`src/rtl/ex_mem_stage_reg.sv`:
```
// ex_mem_stage_reg: EX->MEM pipeline boundary placed directly after the ALU.
// Holds the ALU result, store data, branch target, destination register and
// MEM/WB controls. BEQ/BNE are resolved here from the ALU zero flag.
// Valid/ready handshake on both sides, with a 2-entry skid buffer (OUT + SKID)
// so that a MEM-side stall never drops an instruction. o_ready is a registered
// state decode, so there is no combinational path from i_ready to o_ready.
// Optional feature macro: OVF_TRAP_EN (overflow trap). Without it, i_ovf is
// ignored and o_exception is tied low.
module ex_mem_stage_reg #(
    parameter int NB_DATA = 32,
    parameter int NB_REG  = 5
) (
    input  logic               i_clock,
    input  logic               i_reset,
    input  logic               i_flush,
    input  logic               i_valid,
    output logic               o_ready,
    input  logic [NB_DATA-1:0] i_alu_result,
    input  logic               i_alu_zero,
    input  logic [NB_DATA-1:0] i_store_data,
    input  logic [NB_DATA-1:0] i_branch_target,
    input  logic [NB_REG-1:0]  i_rd_addr,
    input  logic [4:0]         i_ctrl,
    input  logic               i_ovf,
    output logic               o_valid,
    input  logic               i_ready,
    output logic [NB_DATA-1:0] o_alu_result,
    output logic [NB_DATA-1:0] o_store_data,
    output logic [NB_DATA-1:0] o_branch_target,
    output logic [NB_REG-1:0]  o_rd_addr,
    output logic               o_reg_write,
    output logic               o_mem_read,
    output logic               o_mem_write,
    output logic               o_branch_taken,
    output logic               o_exception
);

    // Payload layout: {alu, store, target, rd, reg_write, mem_read, mem_write, taken, exception}
    localparam int PW = 3 * NB_DATA + NB_REG + 5;

    localparam logic [1:0] ST_EMPTY = 2'd0;
    localparam logic [1:0] ST_BUSY  = 2'd1;
    localparam logic [1:0] ST_FULL  = 2'd2;

    // Branch decision: BEQ taken on zero, BNE taken on non-zero.
    function automatic logic resolve_branch(input logic beq, input logic bne, input logic zero);
        return (beq & zero) | (bne & ~zero);
    endfunction

    logic [1:0]    state_r;
    logic [1:0]    state_nxt_s;
    logic [PW-1:0] out_r;
    logic [PW-1:0] out_nxt_s;
    logic [PW-1:0] skid_r;
    logic [PW-1:0] skid_nxt_s;
    logic          ready_r;
    logic          valid_r;
    logic          in_fire_s;
    logic          out_fire_s;
    logic          cap_reg_write_s;
    logic          cap_mem_read_s;
    logic          cap_mem_write_s;
    logic          cap_taken_s;
    logic          cap_exc_s;
    logic [PW-1:0] cap_s;
    logic          unused_ovf_s;

    assign in_fire_s    = i_valid & ready_r;
    assign out_fire_s   = valid_r & i_ready;
    assign unused_ovf_s = i_ovf;

    // Build the payload captured from EX, including branch resolution and overflow trap.
    always_comb begin
        cap_reg_write_s = i_ctrl[4];
        cap_mem_read_s  = i_ctrl[3];
        cap_mem_write_s = i_ctrl[2];
        cap_taken_s     = resolve_branch(i_ctrl[1], i_ctrl[0], i_alu_zero);
        cap_exc_s       = 1'b0;
`ifdef OVF_TRAP_EN
        if (i_ovf) begin
            cap_reg_write_s = 1'b0;
            cap_mem_read_s  = 1'b0;
            cap_mem_write_s = 1'b0;
            cap_taken_s     = 1'b0;
            cap_exc_s       = 1'b1;
        end else begin
            cap_exc_s       = 1'b0;
        end
`endif
        cap_s = {i_alu_result, i_store_data, i_branch_target, i_rd_addr,
                 cap_reg_write_s, cap_mem_read_s, cap_mem_write_s, cap_taken_s, cap_exc_s};
    end

    // Skid-buffer state machine; leaving OUT empty always clears its control bits.
    always_comb begin
        state_nxt_s = state_r;
        out_nxt_s   = out_r;
        skid_nxt_s  = skid_r;
        if (i_flush) begin
            state_nxt_s = ST_EMPTY;
            out_nxt_s   = {out_r[PW-1:5], 5'b00000};
        end else begin
            case (state_r)
                ST_EMPTY: begin
                    if (in_fire_s) begin
                        out_nxt_s   = cap_s;
                        state_nxt_s = ST_BUSY;
                    end else begin
                        state_nxt_s = ST_EMPTY;
                    end
                end
                ST_BUSY: begin
                    if (in_fire_s && out_fire_s) begin
                        out_nxt_s   = cap_s;
                    end else if (in_fire_s) begin
                        skid_nxt_s  = cap_s;
                        state_nxt_s = ST_FULL;
                    end else if (out_fire_s) begin
                        out_nxt_s   = {out_r[PW-1:5], 5'b00000};
                        state_nxt_s = ST_EMPTY;
                    end else begin
                        state_nxt_s = ST_BUSY;
                    end
                end
                ST_FULL: begin
                    if (out_fire_s) begin
                        out_nxt_s   = skid_r;
                        state_nxt_s = ST_BUSY;
                    end else begin
                        state_nxt_s = ST_FULL;
                    end
                end
                default: begin
                    state_nxt_s = ST_EMPTY;
                    out_nxt_s   = {out_r[PW-1:5], 5'b00000};
                end
            endcase
        end
    end

    // State, storage and registered handshake flags; reset clears everything.
    always_ff @(posedge i_clock) begin
        if (i_reset) begin
            state_r <= ST_EMPTY;
            out_r   <= {PW{1'b0}};
            skid_r  <= {PW{1'b0}};
            ready_r <= 1'b1;
            valid_r <= 1'b0;
        end else begin
            state_r <= state_nxt_s;
            out_r   <= out_nxt_s;
            skid_r  <= skid_nxt_s;
            ready_r <= (state_nxt_s != ST_FULL);
            valid_r <= (state_nxt_s != ST_EMPTY);
        end
    end

    assign o_ready         = ready_r;
    assign o_valid         = valid_r;
    assign o_alu_result    = out_r[PW-1 -: NB_DATA];
    assign o_store_data    = out_r[PW-NB_DATA-1 -: NB_DATA];
    assign o_branch_target = out_r[NB_DATA+NB_REG+4 -: NB_DATA];
    assign o_rd_addr       = out_r[NB_REG+4 -: NB_REG];
    assign o_reg_write     = out_r[4];
    assign o_mem_read      = out_r[3];
    assign o_mem_write     = out_r[2];
    assign o_branch_taken  = out_r[1];
    assign o_exception     = out_r[0];

endmodule
```
`config.mk`:
```
export PLATFORM = sky130hd
export DESIGN_NAME = ex_mem_stage_reg
export DESIGN_NICKNAME = d
export VERILOG_FILES = /design/src/rtl/ex_mem_stage_reg.sv
export SDC_FILE = /design/constraint.sdc
export NUM_CORES = 1
export LEC_CHECK = 0
export ABC_AREA = 1
export CORE_MARGIN = 2
export CORE_UTILIZATION = 46
export DETAILED_ROUTE_END_ITERATION = 10
export GPL_TIMING_DRIVEN = 0
export HOLD_SLACK_MARGIN = 0.05
export PLACE_DENSITY = 0.85
export SLEW_MARGIN = 25
export SYNTH_ARGS = -nofsm -noshare
export SYNTH_HDL_FRONTEND = slang
export SYNTH_SLANG_ARGS = --single-unit
```
`constraint.sdc`:
```
create_clock -name i_clock -period 1.55 [get_ports i_clock]
set_clock_uncertainty 0.1 [all_clocks]
set_input_delay 0.2325 -clock i_clock [delete_from_list [all_inputs] [get_ports i_clock]]
set_output_delay 0.2325 -clock i_clock [all_outputs]
set_load 0.01 [all_outputs]
```
Yosys cells after proc, flatten, opt, wreduce, memory -nomap -nowiden:

Index checks and enable logic that the tools add are counted.

* flip-flop bits (word level): 215
* latch bits: 0
* RAM bits: 0
* ROM bits: 0
* input port bits: 113
* output and inout bits: 108
* logic and storage cells: 43
* memories kept: 0

* add/subtract/negate cells: 0
* multipliers: 0
* div/mod/pow operators: 0
* $lt $le $gt $ge: 0
* equal/unequal tests: 8
* shift-type cells: 0
* muxes and demuxes: 13
* bitwise logic cells: 8
* reductions and logical operators: 8

Operator list (count)
* two-way mux 106 bit: 3
* one-hot mux 106 bit (3 select lines): 1
* two-way mux 5 bit: 2
* two-way mux 2 bit: 4
* != test 2 bit, second input constant: 4
* AND reduction 4 bit: 2
* != test 3 bit, second input constant: 2
* one-hot mux 2 bit (3 select lines): 1
* AND reduction 5 bit: 1
* AND 1 bit: 4
* inverter 1 bit: 3
* nonzero test 3 bit: 1
* == test 2 x 1 -> 1 bit, second input constant: 1
* == test 2 bit, second input constant: 1
* zero test 2 bit: 1
* two-way mux 1 bit: 2
* nonzero test 2 bit: 1
* OR reduction 2 bit: 1
* logical AND 1 bit: 1
* bitwise OR 1 bit: 1

Depth between registers and ports, before layout:

* word-level depth: 7
* mapped depth: 12
* gate-level depth less buffers: 9

Least setup slack after synthesis:

Ideal clock, no wire load.

* path type: reg-to-reg
* start point: register valid_r (netlist: o_valid)
* end point: register out_r[57]
* setup time: 64 ps
* data arrival time: 1495 ps
* slack: -109 ps
* stages on the path, launching flop included: 9
* buffers on the path: 2
* clock period less this slack: 1659 ps
* cells stage by stage: dfxtp_1 -> nand2_1 -> nor2_1 -> buf_2 -> clkbuf_1 -> nand3_1 -> nand3_1 -> nor2_1 -> nor2_1

* longest elaborated chain between the ends: 4

RTL lines
* from (decl): RTL line 57 `logic valid_r;`
* from (signal assigned): RTL line 154 `valid_r <= (state_nxt_s != ST_EMPTY);`
* AND 1 bit (*): RTL line 69 `assign out_fire_s = valid_r & i_ready;`
* logical AND 1 bit: RTL line 113 `if (in_fire_s && out_fire_s) begin`
* != test 2 bit (no source line)
* AND reduction 5 bit (no source line) (*)
* to (signal assigned): RTL line 145 `out_r <= {PW{1'b0}};`
* to (signal assigned): RTL line 151 `out_r <= out_nxt_s;`
* to (decl): RTL line 52 `logic [PW-1:0] out_r;`

Every way passes the cells marked *; elsewhere a longest branch is shown, timed or not.
A chain may end at the register's enable or synchronous reset.

Worst setup path in the final report:

* start point: register state_r[1]
* end point: register out_r[85]

* longest elaborated chain between the ends: 3

RTL lines
* from (decl): RTL line 50 `logic [1:0] state_r;`
* from (signal assigned): RTL line 150 `state_r <= state_nxt_s;`
* == test 2 x 1 -> 1 bit, or another cell as far along: RTL line 103 `case (state_r)`
* != test 2 bit (no source line) / nonzero test 3 bit (equally long branches)
* AND reduction 5 bit (no source line)

Several ways; a longest one is shown, not always the timed one.

==> impl_results.md <==
- Net count, final: 2072
- Worst slack, placed: -0.979 ns
- Slew Viols, Final: 0
- Switching pwr: 4.27 mW
- Outcome: finished with violations
- Vias per Instance: ~5.5
- Worst Setup Slack, final: -0.336 ns
- Worst-path clk slew: 0.06 ns
- Worst VDD drop: between 800 and 900 µV
- CTS tree: yes
- Setup Total Neg Slack: -47.31 ns
- Yosys cell types: 20
- # DRC: 0
- Period minus WS final: 1.89 ns
- Warnings from Yosys: 0
- RR Startpoint: state_r[1]
- WL final: approximately 41000 µm
- GRT overflow: 0
- Global placement routability congestion: about 0.84
- Clk pwr share: about two fifths
- Critical path class: flip-flop to flip-flop
- Power density cells: roughly 900 nW/µm²
- Final setup violation count: 210
- Met2 WL: 20100 µm
- Tcrit/Tclk final: 122%
- #FFs+latches synth: 214
- Most common cell after layout, fill and taps aside: nand2_1
- Worst Hold Slack: 0.243 ns
- Maximum clock path buffer count: 3
- Clk sink count: 214
- Logic gate share of total power: a little over a fifth
- Syn_nets: between 1500 and 2000
- Post-synthesis mux area share: 0%
- Fill count: 1415
- Post-Synth Adder-Cell Area: 0%
- Initial DRC Count: about 1000
- FMAX: between 500 and 600 MHz
- Antenna-violating nets left: 0
- Worst Tran Pin Value: between 0.5 and 0.6 ns
- CP max stage delay: ~0.32 ns
- Internal: ~11 mW
- Area grow syn2layout: 66.1%
- CTS buffer count: 24
- Avg WL per Cell: 18.1 µm
- Sequential area share after synthesis: between 40% and 50%
- Compound-Gate Fraction of Synth Area: roughly 5.7%
- Slew headroom: ~61%
- Highest metal used: met5
- Hold Buf Count CTS: 0
- CP Launch Point: state_r[1]
- Metal3 WL: between 3000 and 4000 µm
- Die outline width: 152 µm
- Post-synthesis simple-gate area fraction: 42.5%
- Clk_lat worst skew: around 0.53 ns
- Largest net degree at the start of global routing: 13
- Most frequent cells in the layout: nand2_1 (340), nor2_1 (260), dfxtp_1 (210), nand3_1 (206), clkdlybuf4s50_1 (111)
- Main combinational cell family by area after synthesis: simple AND/OR/NAND/NOR gates
- Gr usage total: 30.2%
- Hold wc startpoint: i_store_data[3]
- Storage element area: 4290 µm²
- Vias: around 12000
- Sequential power share: between 30% and 40%
- Failing checks: setup timing
- Critical path endpoint category: flip-flop
- Crit path DAT: approximately 2.2 ns
- Slowest-stage cell, CP: dfxtp_2
- Design area: around 17000 µm²
- Initial antenna violation count: 2
- Max Fanout on Critical Path: 8
- DP Area: approximately 13000 µm²
- Mapped cell area: around 10000 µm²
- Final core utilization: 77.4%
- Port buffer count: ~220
- Footprint of the multi-input gates: about 6000 µm²
- Hold/Removal Path Class: input port to flip-flop
- Critical Path RT: between 1.5 and 2 ns
- Hold Fails Final Rpt: 0
- Leakage: around 7.9 nW
- # IOs: approximately 220
- Worst path cell trace: buf_6, inv_4, nor2_4, nand2_2, nand2_2, inv_2, nand3_4, buf_6, buf_16, buf_4, buf_16, nor2_1, nor2_1
- Vias in the first global route: roughly 12000
- Top post-synthesis cells by area: dfxtp_1 (42%), nand2_1 (16%), nor2_1 (15%)
- Die Span Y: 152 µm
- First-pass GRT wire length: a little under 60000 µm
- DP Wirelength: 20400 µm
- Mapped Avg Cell Area: just over 6 µm²
- Max-cap violation count: 0
- Synth Area in XOR/XNOR: 0%
- # H-tree levels: 1
- Mapped Cells: 1621
- Startpoint types: flip-flop
- RSZ-0062 raised after global routing: yes
- Clk root buf: clkbuf_16
- Fraction of layout cells with a size suffix above 1: 26.6%
- Area of the die: between 20000 and 25000 µm²
- Switching part of the total: roughly 28%
- Initial Utilization: between 40% and 50%
- M1 WL: about 15000 µm
- 1st-pass router iterations: 8
- Num rows: 54
- Dominant cell type by area after synthesis: dfxtp_1
- Core area: ~22000 µm²
- Post-synth top area share: a little over two fifths
==> state kept, by name (all words and copies together) (netlist names) <==
signal / cells
o_ready: 1
out_r: 105
skid_r: 105
state_r: 2
o_valid: 1
==> area by class of cell <==
class / instances / area share (%)
Multi-Input combinational cell: 1183 / 36.2
Sequential cell: 214 / 25.6
Timing Repair Buffer: 317 / 22.2
Buffer: 107 / 6.42
Clock buffer: 35 / 4.43
Inverter: 112 / 2.62
Tap cell: 280 / 2.09
Clock inverter: 6 / 0.477
Antenna cell: 1 / 0.0149
==> critical path: cells and delay by family (launching register included) <==
kind / cells / cell delay, ns
buffers and inverters: 7 / 0.87
DFF: 1 / 0.32
and+or+nand+nor: 6 / 0.45
==> metal layers <==
metal	GRT usage (%)	up-vias
li1	-	5730
met1	36.2	5789
met2	52.7	753
met3	5.57	170
met4	13.5	2
met5	0	-
==> cell families (layout without fill, tap and decap cells) <==
logic type | Yosys count | count (layout)
AOI/OAI and AO/OA | 114 | 114
buffers and inverters | 224 | 577
DFF | 214 | 214
other | 1 | 2
and+or+nand+nor | 1068 | 1068
==> per-stage QoR <==
stage | power [mW] | instances
global route | 15.6 | 2255
detailed placement | 8.31 | 2119
floorplan | 7.20 | 1621
CTS | 14.7 | 2243
finish | 15.2 | 2255
global placement | 8.26 | 2119
==> Yosys cell counts <==
library cell  instances
inv_2                 4
nand3_1             210
clkinv_1              1
buf_2                30
buf_1                22
conb_1                1
o22ai_1               1
o21ai_0              56
a21oi_1               7
nand2_1             436
dfxtp_1             214
nor2_1              417
nor2_4                2
or2_2                 1
o21ai_1              50
clkbuf_1             41
inv_1               107
nand3_2               1
buf_4                19
nor2_2                1
==> power groups by stage <==
stage	clock network [mW]	logic, mW	registers, mW
2_1_floorplan	0	1.04	6.16
5_1_grt	6.20	3.42	5.99
3_3_place_gp	0	2.21	6.06
3_5_place_dp	0	2.24	6.06
6_report	6.01	3.21	5.96
4_1_cts	6.00	2.78	5.94
==> worst paths after layout <==
path           endpoint  slack, ns  cells after the start
max           out_r[85]      -0.34                     13
min          skid_r[45]       0.24                      3
max reg2reg   out_r[85]      -0.34                     13
min reg2reg    out_r[2]       0.36                      2
==> what timing repair did <==
action,4_1_cts,5_1_grt
gates cloned,31,8
pin swaps,91,78
setup buffers,57,17
resized for setup,515,263
setup endpoints to repair,319,218
No activity file was read; power rests on OpenSTA's default activity.
